## config.mk

```make
export PLATFORM = sky130hd
export DESIGN_NAME = pwm_servo_decoder_flat
export DESIGN_NICKNAME = d
export VERILOG_FILES = /design/src/rtl/pwm_servo_pkg.sv /design/src/rtl/pwm_servo_decoder_if.sv /design/src/rtl/pwm_servo_decoder_sync_edge_detect.sv /design/src/rtl/pwm_servo_decoder.sv /design/src/flat_wrapper.sv
export SDC_FILE = /design/constraint.sdc
export NUM_CORES = 1
export LEC_CHECK = 0
export ABC_AREA = 1
export CORE_ASPECT_RATIO = 1.4
export CORE_MARGIN = 2
export CORE_UTILIZATION = 40
export DETAILED_ROUTE_END_ITERATION = 8
export DONT_BUFFER_PORTS = 1
export GPL_ROUTABILITY_DRIVEN = 0
export GPL_TIMING_DRIVEN = 0
export MAX_ROUTING_LAYER = met4
export PLACE_DENSITY = 0.6
export SYNTH_ARGS = -nofsm -noshare
export SYNTH_HDL_FRONTEND = slang
export SYNTH_SLANG_ARGS = --single-unit
```

## constraint.sdc

```tcl
create_clock -name clk -period 3.6 [get_ports clk]
set_input_delay 0.72 -clock clk [delete_from_list [all_inputs] [get_ports clk]]
set_output_delay 0.72 -clock clk [all_outputs]
set_load 0.03 [all_outputs]
```

## src/rtl/pwm_servo_pkg.sv

```systemverilog
// Shared servo PWM timing package: FSM states, default 50 MHz timing and the
// cycles-per-position-step helper used by both the generator and the decoder.
package pwm_servo_pkg;

    typedef enum logic [1:0] {
        ARM,
        WAIT_RISE,
        HIGH
    } pwm_state_t;

    localparam int unsigned CLK_HZ               = 50_000_000;
    localparam int unsigned FRAME_CYCLES         = 1_000_000;
    localparam int unsigned DEF_PULSE_MIN_CYCLES = 50_000;
    localparam int unsigned DEF_PULSE_MAX_CYCLES = 100_000;
    localparam int unsigned DEF_TIMEOUT_CYCLES   = 1_250_000;
    localparam int unsigned DEF_POS_WIDTH        = 7;

    function automatic int unsigned step_cycles(input int unsigned pulse_min,
                                                input int unsigned pulse_max,
                                                input int unsigned pos_width);
        return (pulse_max - pulse_min) / ((32'd1 << pos_width) - 32'd1);
    endfunction

endpackage

```

## src/rtl/pwm_servo_decoder_if.sv

```systemverilog
// Servo decoder channel bundle: the raw PWM line in and the decoded position/flags out.
interface pwm_servo_decoder_if
    import pwm_servo_pkg::*;
#(
    parameter int unsigned POS_WIDTH = DEF_POS_WIDTH
);
    logic                 pwm_in;
    logic [POS_WIDTH-1:0] position;
    logic                 pos_valid;
    logic                 new_sample;
    logic                 out_of_range;
    logic                 timeout;

    modport master (
        input  pwm_in,
        output position, pos_valid, new_sample, out_of_range, timeout
    );

    modport slave (
        output pwm_in,
        input  position, pos_valid, new_sample, out_of_range, timeout
    );
endinterface

```

## src/rtl/pwm_servo_decoder_sync_edge_detect.sv

```systemverilog
// Synchronizer chain for the asynchronous PWM line plus registered level and
// rise/fall strobes (strobes coincide with the level change).
module sync_edge_detect #(
    parameter int unsigned SYNC_STAGES = 2
) (
    input  logic clk,
    input  logic rst,
    input  logic din,
    output logic level,
    output logic rise,
    output logic fall
);
    logic [SYNC_STAGES-1:0] sync_q;

    always_ff @(posedge clk) begin
        if (rst) begin
            sync_q <= '0;
            level  <= 1'b0;
            rise   <= 1'b0;
            fall   <= 1'b0;
        end else begin
            sync_q <= {sync_q[SYNC_STAGES-2:0], din};
            level  <= sync_q[SYNC_STAGES-1];
            rise   <= sync_q[SYNC_STAGES-1] & ~level;
            fall   <= ~sync_q[SYNC_STAGES-1] & level;
        end
    end
endmodule

```

## src/rtl/pwm_servo_decoder.sv

```systemverilog
// Servo PWM decoder: measures the high time of each frame and recovers the position code.
// Optional PWM_DECODER_AVG_EN: report the rounded mean of the last 4 clean samples.
module pwm_servo_decoder
    import pwm_servo_pkg::*;
#(
    parameter int unsigned PULSE_MIN_CYCLES = DEF_PULSE_MIN_CYCLES,
    parameter int unsigned PULSE_MAX_CYCLES = DEF_PULSE_MAX_CYCLES,
    parameter int unsigned TIMEOUT_CYCLES   = DEF_TIMEOUT_CYCLES,
    parameter int unsigned POS_WIDTH        = DEF_POS_WIDTH,
    parameter int unsigned SYNC_STAGES      = 2
) (
    input logic clk,
    input logic rst,
    pwm_servo_decoder_if.master bus
);
    localparam int unsigned CW          = $clog2(TIMEOUT_CYCLES + 1);
    localparam int unsigned STEP_CYCLES = step_cycles(PULSE_MIN_CYCLES, PULSE_MAX_CYCLES, POS_WIDTH);
    localparam int unsigned SW          = (STEP_CYCLES > 1) ? $clog2(STEP_CYCLES) : 1;
    localparam int unsigned SETTLE      = SYNC_STAGES + 2;
    localparam int unsigned ZW          = $clog2(SETTLE + 1);

    localparam logic [CW-1:0] MIN_C     = CW'(PULSE_MIN_CYCLES);
    localparam logic [CW-1:0] MAX_C     = CW'(PULSE_MAX_CYCLES);
    localparam logic [CW-1:0] TO_C      = CW'(TIMEOUT_CYCLES);
    localparam logic [SW-1:0] STEP_LAST = SW'(STEP_CYCLES - 1);
    localparam logic [ZW-1:0] SETTLE_C  = ZW'(SETTLE);

    logic level, rise, fall;

    sync_edge_detect #(.SYNC_STAGES(SYNC_STAGES)) u_sync (
        .clk   (clk),
        .rst   (rst),
        .din   (bus.pwm_in),
        .level (level),
        .rise  (rise),
        .fall  (fall)
    );

    pwm_state_t           state;
    logic [ZW-1:0]        settle_cnt;
    logic [CW-1:0]        frame_cnt;
    logic [CW-1:0]        high_cnt;
    logic [SW-1:0]        step_cnt;
    logic [POS_WIDTH-1:0] acc;
    logic [POS_WIDTH-1:0] position_q;
    logic                 pos_valid_q, new_sample_q, oor_q, timeout_q;
    logic                 timeout_hit, oor_now;

    always_comb begin
        timeout_hit = ((state == WAIT_RISE) && (frame_cnt == TO_C)) ||
                      ((state == HIGH) && (high_cnt == TO_C));
        oor_now     = (high_cnt < MIN_C) || (high_cnt > MAX_C);
    end

`ifdef PWM_DECODER_AVG_EN
    localparam int unsigned SUMW = POS_WIDTH + 2;
    // Three previous clean samples; the pulse being closed out is the fourth.
    logic [POS_WIDTH-1:0] hist_q [3];
    logic [1:0]           fill_q;
    logic [SUMW-1:0]      avg_sum;

    always_comb begin
        avg_sum = SUMW'(acc) + SUMW'(hist_q[0]) + SUMW'(hist_q[1]) +
                  SUMW'(hist_q[2]) + SUMW'(2);
    end
`endif

    always_ff @(posedge clk) begin
        if (rst) begin
            state        <= ARM;
            settle_cnt   <= '0;
            frame_cnt    <= '0;
            high_cnt     <= '0;
            step_cnt     <= '0;
            acc          <= '0;
            position_q   <= '0;
            pos_valid_q  <= 1'b0;
            new_sample_q <= 1'b0;
            oor_q        <= 1'b0;
            timeout_q    <= 1'b0;
`ifdef PWM_DECODER_AVG_EN
            hist_q       <= '{default: '0};
            fill_q       <= '0;
`endif
        end else begin
            new_sample_q <= 1'b0;
            if (state == ARM)
                frame_cnt <= '0;
            else if (frame_cnt != TO_C)
                frame_cnt <= frame_cnt + CW'(1);

            if (timeout_hit) begin
                state       <= ARM;
                settle_cnt  <= '0;
                timeout_q   <= 1'b1;
                pos_valid_q <= 1'b0;
`ifdef PWM_DECODER_AVG_EN
                fill_q      <= '0;
`endif
            end else begin
                unique case (state)
                    // Require the line to sit low for the whole sync/edge pipeline
                    // depth, so a pulse already high at reset is never measured.
                    ARM: begin
                        if (level)
                            settle_cnt <= '0;
                        else if (settle_cnt == SETTLE_C)
                            state <= WAIT_RISE;
                        else
                            settle_cnt <= settle_cnt + ZW'(1);
                    end
                    WAIT_RISE: begin
                        if (rise) begin
                            state     <= HIGH;
                            frame_cnt <= CW'(1);
                            high_cnt  <= CW'(1);
                            step_cnt  <= '0;
                            acc       <= '0;
                        end
                    end
                    HIGH: begin
                        if (fall) begin
                            state        <= WAIT_RISE;
                            new_sample_q <= 1'b1;
                            timeout_q    <= 1'b0;
                            oor_q        <= oor_now;
`ifdef PWM_DECODER_AVG_EN
                            if (!oor_now) begin
                                hist_q[0] <= acc;
                                hist_q[1] <= hist_q[0];
                                hist_q[2] <= hist_q[1];
                                if (fill_q == 2'd3) begin
                                    position_q  <= avg_sum[SUMW-1:2];
                                    pos_valid_q <= 1'b1;
                                end else begin
                                    fill_q <= fill_q + 2'd1;
                                end
                            end
`else
                            position_q  <= acc;
                            pos_valid_q <= 1'b1;
`endif
                        end else begin
                            if (high_cnt != TO_C)
                                high_cnt <= high_cnt + CW'(1);
                            if (high_cnt >= MIN_C) begin
                                if (step_cnt == STEP_LAST) begin
                                    step_cnt <= '0;
                                    if (acc != '1)
                                        acc <= acc + POS_WIDTH'(1);
                                end else begin
                                    step_cnt <= step_cnt + SW'(1);
                                end
                            end
                        end
                    end
                    default: state <= ARM;
                endcase
            end
        end
    end

    assign bus.position     = position_q;
    assign bus.pos_valid    = pos_valid_q;
    assign bus.new_sample   = new_sample_q;
    assign bus.out_of_range = oor_q;
    assign bus.timeout      = timeout_q;

endmodule

```

## src/flat_wrapper.sv

```systemverilog
// flat-port wrapper written by rule: the top's interface ports become plain ports
module pwm_servo_decoder_flat import pwm_servo_pkg::*;
#(
    parameter int unsigned PULSE_MIN_CYCLES = DEF_PULSE_MIN_CYCLES,
    parameter int unsigned PULSE_MAX_CYCLES = DEF_PULSE_MAX_CYCLES,
    parameter int unsigned TIMEOUT_CYCLES   = DEF_TIMEOUT_CYCLES,
    parameter int unsigned POS_WIDTH        = DEF_POS_WIDTH,
    parameter int unsigned SYNC_STAGES      = 2
)
  (clk, rst, bus_pwm_in, bus_position, bus_pos_valid, bus_new_sample, bus_out_of_range, bus_timeout);
  pwm_servo_decoder_if #(.POS_WIDTH(POS_WIDTH)) bus_i ();
  input logic clk;
  input logic rst;
  input wire logic [$bits(bus_i.pwm_in)-1:0] bus_pwm_in;
  output wire logic [$bits(bus_i.position)-1:0] bus_position;
  output wire logic [$bits(bus_i.pos_valid)-1:0] bus_pos_valid;
  output wire logic [$bits(bus_i.new_sample)-1:0] bus_new_sample;
  output wire logic [$bits(bus_i.out_of_range)-1:0] bus_out_of_range;
  output wire logic [$bits(bus_i.timeout)-1:0] bus_timeout;
  assign bus_i.pwm_in = bus_pwm_in;
  assign bus_position = bus_i.position;
  assign bus_pos_valid = bus_i.pos_valid;
  assign bus_new_sample = bus_i.new_sample;
  assign bus_out_of_range = bus_i.out_of_range;
  assign bus_timeout = bus_i.timeout;
  pwm_servo_decoder #(.PULSE_MIN_CYCLES(PULSE_MIN_CYCLES), .PULSE_MAX_CYCLES(PULSE_MAX_CYCLES), .TIMEOUT_CYCLES(TIMEOUT_CYCLES), .POS_WIDTH(POS_WIDTH), .SYNC_STAGES(SYNC_STAGES)) u_core (.clk(clk), .rst(rst), .bus(bus_i));
endmodule
```

Word-level counts from Yosys, hierarchy flattened

Cells that the tools add are included.
Widths: inputs -> output; s select.

Register bits after elaboration: 79
Logic and storage cells: 97
Output and inout bits: 11
Input port bits: 3

Multiplexer cells: 31
Order comparisons: 3
Add/sub/neg operators: 5
Equality and inequality tests: 19
Reduce and logical (&&, ||, !) cells: 18
Bitwise gates (word level): 6

Operators by type and width:

| operator              | count |
|---|---|
| $mux 21               | 8 |
| $add 21x1->21 const B | 2 |
| $eq 21x21->1 const B  | 2 |
| $ne 21x21->1 const B  | 2 |
| $pmux 21 s2           | 1 |
| $mux 9                | 4 |
| $mux 7                | 5 |
| $ge 21x16->1 const B  | 1 |
| $gt 21x17->1 const B  | 1 |
| $lt 21x16->1 const B  | 1 |
| $ne 2x2->1 const B    | 10 |
| $pmux 9 s2            | 1 |
| $pmux 7 s2            | 1 |
| $reduce_and 5->1      | 2 |
| $add 9x1->9 const B   | 1 |
| $eq 9x9->1 const B    | 1 |
| $mux 2                | 4 |
| $add 7x1->7 const B   | 1 |
| $ne 7x7->1 const B    | 1 |
| $reduce_and 7->1      | 1 |
| $mux 3                | 2 |
| $pmux 2 s3            | 1 |
| $reduce_and 2->1      | 3 |
| $reduce_bool 2->1     | 3 |
| 14 further kinds      | 23 |

Logic depth before layout (Yosys ltp)

Gate-level depths: netlist of run 1.

Depth after elaboration: 6
Mapped depth: 15
Depth with buffers taken out: 14

Hierarchy

Synthesis of run 1 repeated with hierarchy kept, for this count alone.

Cell total of the unflattened synthesis: 638
Area total of the unflattened synthesis: 4385.5 µm²

By module, submodules not included:

| module            | cells each | instances | seq. area each (µm²) | area each (µm²) |
|---|---|---|---|---|
| pwm_servo_decoder | 623        | 1         | 1481.4               | 4245.3 |
| sync_edge_detect  | 15         | 1         | 100.1                | 140.1 |

Worst setup path after synthesis of run 1

OpenSTA, ideal clock, no wires.

Kind: register -> register
Start: register u_core.high_cnt[0]
End: register u_core.high_cnt[5]
Path slack: 1.960 ns
Cell stages (with the launch flop): 12
Path buffers: 1
Period minus slack after synthesis: 1.640 ns
Required time: 3.464 ns
Library setup time: 0.136 ns
Data arrival time: 1.503 ns
Path through: dfxtp_1 inv_1 ha_1 nand3_1 nor2_1 nand4_2 nand3_4 nor2_4 clkinv_2 buf_8 nand2_2 a21oi_2

Word-level cells in the longest chain between the ends: 5
Elaborated cells between the ends (all ways): 11
Classes of those cells: 1 x add/sub; 3 x eq/ne; 3 x mux; 1 x bitwise; 3 x reduce/logical

Ends and longest elaborated chain:

| item                                                                  | RTL line                 | RTL |
|---|---|---|
| from (decl)                                                           | pwm_servo_decoder.sv:42  | `logic [CW-1:0] high_cnt;` |
| from (signal assigned)                                                | pwm_servo_decoder.sv:145 | `high_cnt <= high_cnt + CW'(1);` |
| parallel branches: the longest is 5 deep, another holds $add 21x1->21 | n/a                      |  |

Several ways; the timed one is not identified. The select of a mux whose other input is x is not followed.
A chain may end at the register's enable or synchronous reset.

Worst setup path after layout of run 1

Start: register u_core.high_cnt[0]
End: register u_core.high_cnt[14]

The elaborated chain is that of the path after synthesis.

==> out/metrics.cfg, run 1 <==
[clock_network]
cts_max_path_buffers=2
path_clk_slew_ps=60
tritoncts=yes
cts_hold_buffers=0
cts_setup_buffers=0
numCtsBuffers=9
htree_levels=3
ctsResizeCount=0
clock_latency_ps=330
numClockSinks=79
cts_root_buf=clkbuf_16

[timing]
timing.fmax_ghz=0.5001
worst_pin_slew_ps=682.8
rsz0062_at_grt=no
fin_ws_ps=1601
setup_viol=0
relSlewSlack_pct=54.48
slew_viol_final=0
finalCritPeriodShare_pct=55.54
period_minus_slack_ps=1999
hold_slack_ps=399.6
final.setup.tns_ps=0
hold_viol_final=0
fin_skew_ps=7.675

[setup_path]
crit_family=simple AND/OR/NAND/NOR gates
cp.depth=8
rr_startpoint=u_core.high_cnt[0]
critPathMaxStageDelay_ps=450
critPathLaunchType=flop
worstPathRequired_ps=3870
cp-end-kind=flop
crit_type=reg -> reg
rrSetupSlack_ps=1600
critPathLaunch=u_core.high_cnt[0]
cp_common_cell=nand2_1
worstSetupEndpoint=u_core.high_cnt[14]
arrival_ps=2270
critPathMaxFanout=6
r2r-end=u_core.high_cnt[14]
critPathSlowestCell=dfxtp_1
reg2reg_depth=8
path_cells=ha_1 -> nand2_1 -> nor3_1 -> nand3_1 -> xor2_1 -> nor2_1 -> nand2_1 -> a21oi_1
path_buf_inv=0

[finish]
syn2layout_area_growth_pct=10.03
num_antenna_cells=0
fin_nets=710
drive_above_1_share_pct=11.57
layout.cells.non_filler=844

[synth]
async_flop_share_pct=0
synthTopCellsByCount=nand2_1 (166), nor2_1 (113), dfxtp_1 (79)
yosys.area.top_type=dfxtp_1
yosys_warnings=0
yosysSeqAreaShare_pct=34.84
synth_top_area_share_pct=34.84
ys_seq_elements=79
ys_types=40
syn_nets=699
synth_area_per_cell_um2=6.608
yosysMostFrequentCell=nand2_1
netlist_top_cells_area=dfxtp_1 (35%), nand2_1 (14%), nor2_1 (9.3%)
ys.flop_type=dfxtp_1
syn_inst=687
syn_area_um2=4539
synth_edf_count=0

[pwr]
total_power_uw=2313
power.density_nw_per_um2=463.0
vdd.ir_drop.worst_mv=0.2326
leakagePower_uw=0.001837

[detailed_routing]
post_drt_wl_per_cell_um=12.69
vias=4280
dr_wl_met3_um=368
wl_met2_um=5403
first_iter_violations=181
drcViolationCount=0
top_layer=met4
first_pass_iters=6
wirelength_um=10710
vias_per_cell=5.071
ant_nets=0
route.layer.met1.wl_um=4624

[floorplan]
io_pins=14
std_cell_rows=46
start_util_pct=40.45
fp.dieH_um=130.0
coreArea_um2=11220
die_area_um2=12230
die_w_um=94.04

[run]
maxCapViolCount=0

[grt]
antenna_found_initial=0
grt_start_max_net_pins=13
overflow=0
track_usage_pct=19.27
grt_pass1_vias=4069
grt_pass1_wl_um=18340

[placement]
place_ws_ps=1626
io_buffers=0
placed_cells=831
dp_hpwl_um=8011

[min_path]
hp-class=reg -> reg

[run_status]
status=finished, final reports clean

kinds of logic (layout without fill, tap and decap cells):
| family | Yosys count | count (layout) | share of synthesized area, % |
|---|---|---|---|
| compound gates | 65 | 65 | 8.544 |
| xor+xnor | 22 | 22 | 4.245 |
| fa+ha+maj | 9 | 9 | 2.481 |
| buf+inv | 102 | 115 | 9.482 |
| flops | 79 | 79 | 34.84 |
| simple gates | 410 | 410 | 40.41 |
cell type report:
type,count,area [um^2]
inverters,80,302.8
multi-input cells,506,2527
plain buffers,22,127.6
flip-flops and latches,79,1582
fillers,1212,6228
well taps,144,180.2
clock buffers,9,225.2
clock inverters,4,50.05
state kept, by name, summed over array words and instances, names as in the netlist, 2 cells and up:
signal and count:
u_core.settle_cnt 3, u_core.step_cnt 9, u_core.acc 7, u_core.frame_cnt 21, u_core.state 2, u_core.u_sync.sync_q 2
u_core.bus.position 7, u_core.high_cnt 21
how the worst min path moves through the flow:
stage / startpoint / end / cells after the start
after floorplan: u_core.u_sync.sync_q[0] / u_core.u_sync.sync_q[1] / 2
after global placement: u_core.u_sync.sync_q[0] / u_core.u_sync.sync_q[1] / 2
final: u_core.u_sync.sync_q[0] / u_core.u_sync.sync_q[1] / 2
after CTS: u_core.u_sync.sync_q[0] / u_core.u_sync.sync_q[1] / 2
after detailed placement: u_core.u_sync.sync_q[0] / u_core.u_sync.sync_q[1] / 2
after global routing: u_core.u_sync.sync_q[0] / u_core.u_sync.sync_q[1] / 2
metal layers:
layer	vias to the layer above	track usage, %
li1	2205	-
met1	1955	21.33
met2	98	33.87
met3	22	3.406
met4	0	8.184
met5	-	-
cells in the final DEF, fill, tap and decap left out, drive strengths merged, types with 2 or more instances in the layout:
cell type and count:
a211oi 3, a21o 2, a21oi 37, a31oi 3, buf 16, clkbuf 15, clkinv 3, clkinvlp 2
dfxtp 79, ha 9, inv 78, nand2 180, nand3 57, nand4 15, nor2 120, nor3 30
nor3b 3, nor4 2, o21ai 18, xnor2 4, xor2 18
stage by stage:
stage,cell area [um^2],util [%]
after floorplan,4539,-
after global placement,4720,42.05
after detailed placement,4720,42.05
after CTS,4995,44.50
after global routing,4995,44.50
final,4995,44.50
where the power goes:
part | leakage [uW] | internal, uW | total, uW | switching (uW)
Clock | 0.000129 | 523 | 864 | 341
Sequential | 0.000639 | 947 | 1020 | 74.2
Combinational | 0.00107 | 150 | 428 | 278
worst reg2reg max path, cell delays in order (launching register included):
cell and delay, ps:
dfxtp_1 450, ha_1 310, nand2_1 100, nor3_1 430
nand3_1 180, xor2_1 180, nor2_1 90, nand2_1 60
a21oi_1 130
Note: power is estimated with default switching activity, not from simulation.
==> run 2, diff against run 1 <==
==> constraint.sdc (replaced) <==
create_clock -name clk -period 1.85 [get_ports clk]
set_input_delay 0.37 -clock clk [delete_from_list [all_inputs] [get_ports clk]]
set_output_delay 0.37 -clock clk [all_outputs]
set_load 0.03 [all_outputs]
==> out/metrics.cfg, run 2 (same netlist as run 1, synthesis figures left out) <==
[run_status]
violations=negative setup slack
status=finished with violations

[clock_network]
path_clk_slew_ps=60  ; about the same
numClockSinks=79  ; unchanged
numCtsBuffers=9  ; unchanged
clock_latency_ps=340  ; about the same
htree_levels=3  ; unchanged
cts_max_path_buffers=2  ; unchanged
cts_root_buf=clkbuf_16
tritoncts=yes
cts_hold_buffers=0  ; unchanged

[detailed_routing]
wirelength_um=11480  ; +7.2%
first_iter_violations=210  ; +16%
first_pass_iters=5  ; -1
post_drt_wl_per_cell_um=13.36  ; +5.3%
ant_nets=0  ; unchanged
drcViolationCount=0  ; unchanged
vias=4358  ; +1.8%
vias_per_cell=5.073  ; about the same

[finish]
drive_above_1_share_pct=19.30  ; +7.7 points
layout.cells.non_filler=859  ; +1.8%
syn2layout_area_growth_pct=19.57
fin_nets=725  ; +2.1%
num_antenna_cells=0  ; unchanged
top_regs=u_core.frame_cnt: 21 flops, u_core.high_cnt: 21 flops, u_core.step_cnt: 9 flops
final_common_cell=nand2_1
layout_common_cells=nand2_1 (154), nor2_1 (108), dfxtp_1 (72), inv_1 (64), nand3_1 (50)

[timing]
timing.fmax_ghz=0.5348  ; +6.9%
hold_viol_final=0  ; unchanged
fin_ws_ps=-19.99  ; -1621 ps
worst_pin_slew_ps=712.2  ; +29.44 ps
relSlewSlack_pct=52.52  ; -2.0 points
slew_viol_final=0  ; unchanged
fin_skew_ps=7.784  ; +0.1094 ps
rsz0062_at_grt=yes
finalCritPeriodShare_pct=101.1  ; +46 points
final.setup.tns_ps=-52.32  ; -52.32 ps
period_minus_slack_ps=1870  ; -129.5 ps
setup_viol=6  ; +6

[floorplan]
fp.dieH_um=130.0  ; unchanged
std_cell_rows=46  ; unchanged
die_area_um2=12230  ; unchanged
die_w_um=94.04  ; unchanged
coreArea_um2=11220  ; unchanged
start_util_pct=40.45  ; unchanged
io_pins=14  ; unchanged

[min_path]
hp-class=in -> reg

[grt]
overflow=0  ; unchanged
antenna_found_initial=0  ; unchanged
track_usage_pct=19.40  ; +0.12 points
grt_pass1_wl_um=18480  ; +0.75%
grt_start_max_net_pins=13  ; unchanged
grt_pass1_vias=4098  ; +0.71%

[setup_path]
arrival_ps=2070  ; -200 ps
critPathLaunchType=flop
cp-end-kind=flop
critPathMaxFanout=5  ; -1
crit_family=simple AND/OR/NAND/NOR gates
cp_common_cell=nor2_4
path_cells=inv_1 -> ha_1 -> nand3_2 -> nor2_4 -> nand4_4 -> nand3_4 -> nor2_4 -> clkinv_4 -> clkbuf_16 -> nand2_2 -> a21oi_2
crit_type=reg -> reg
path_buf_inv=3  ; +3
critPathSlowestCell=dfxtp_4
critPathMaxStageDelay_ps=380  ; -70 ps
worstPathRequired_ps=2050  ; -1820 ps

[pwr]
p_seq_share_pct=42.8  ; -1.3 points
switching_share_pct=30.23  ; +0.26 points
pwr-share-comb_pct=21.0  ; +2.5 points
power.internal_uw=3244  ; +100%
total_power_uw=4649  ; +100%
power.density_nw_per_um2=856.6  ; +85%
switchingPower_uw=1406  ; +100%
leakagePower_uw=0.001986  ; +8.1%
vdd.ir_drop.worst_mv=0.4626  ; +99%
clkPwrFrac_pct=36.2  ; -1.2 points

[placement]
placed_cells=831  ; unchanged
dp_hpwl_um=8011  ; unchanged
io_buffers=0  ; unchanged

[run]
maxCapViolCount=0  ; unchanged

[run 2: cell count changes in the layout (fill, tap and decap cells not counted), sizes merged]
cell	change
buf	+11
clkbuf	+4
[run 2: power groups by stage]
stage	sequential, uW	clock, uW	combinational, uW
4_1_cts	1980	1730	883
3_3_place_gp	2010	0	816
2_1_floorplan	1990	0	678
3_5_place_dp	2020	0	834
6_report	1990	1680	978
5_1_grt	2010	1810	1110
[run 2: through the flow]
| step | hold WS (ps) | instance area, um^2 | utilization, % | setup WS [ps] |
|---|---|---|---|---|
| after CTS | 150.8 | 5037 | 44.88 | 2.724 |
| after global placement | 395.1 | 4720 | 42.05 | -147.2 |
| after detailed placement | 395.7 | 4720 | 42.05 | -124.1 |
| after floorplan | 388.3 | 4539 | - | 210.5 |
| after global routing | 154.7 | 5428 | 48.36 | -83.43 |
| final | 153.6 | 5428 | 48.36 | -19.99 |
[run 2: cell type report]
| class | count | area, um^2 |
|---|---|---|
| Timing Repair Buffer | 16 | 187.7 |
| Tap cell | 144 | 180.2 |
| Clock buffer | 9 | 225.2 |
| Inverter | 80 | 312.8 |
| Clock inverter | 4 | 50.05 |
| Multi-Input combinational cell | 506 | 2728 |
| Fill cell | 1168 | 5796 |
| Sequential cell | 79 | 1593 |
| Buffer | 21 | 151.4 |
[run 2: what timing repair did]
action / in CTS / in global routing
pin swaps: 3 / 13
setup endpoints to repair: 55 / 70
cloned: 0 / 4
resized for setup: 7 / 71
buffers inserted: 3 / 9
[run 2: final timing paths]
path | from | end | slack [ps] | cells past startpoint
hold / removal | bus_pwm_in | u_core.u_sync.sync_q[0] | 150 | 2
setup / recovery | u_core.high_cnt[0] | u_core.high_cnt[16] | -20 | 11
setup reg to reg | u_core.high_cnt[0] | u_core.high_cnt[16] | -20 | 11
hold reg to reg | u_core.u_sync.sync_q[0] | u_core.u_sync.sync_q[1] | 400 | 2
[run 2: per-layer routing]
metal	global-route usage [%]	routed length, um	vias up
li1	-	-	2244
met1	21.33	4830	2010
met2	34.24	5939	80
met3	3.406	344	24
met4	8.269	366	0
met5	-	0	-
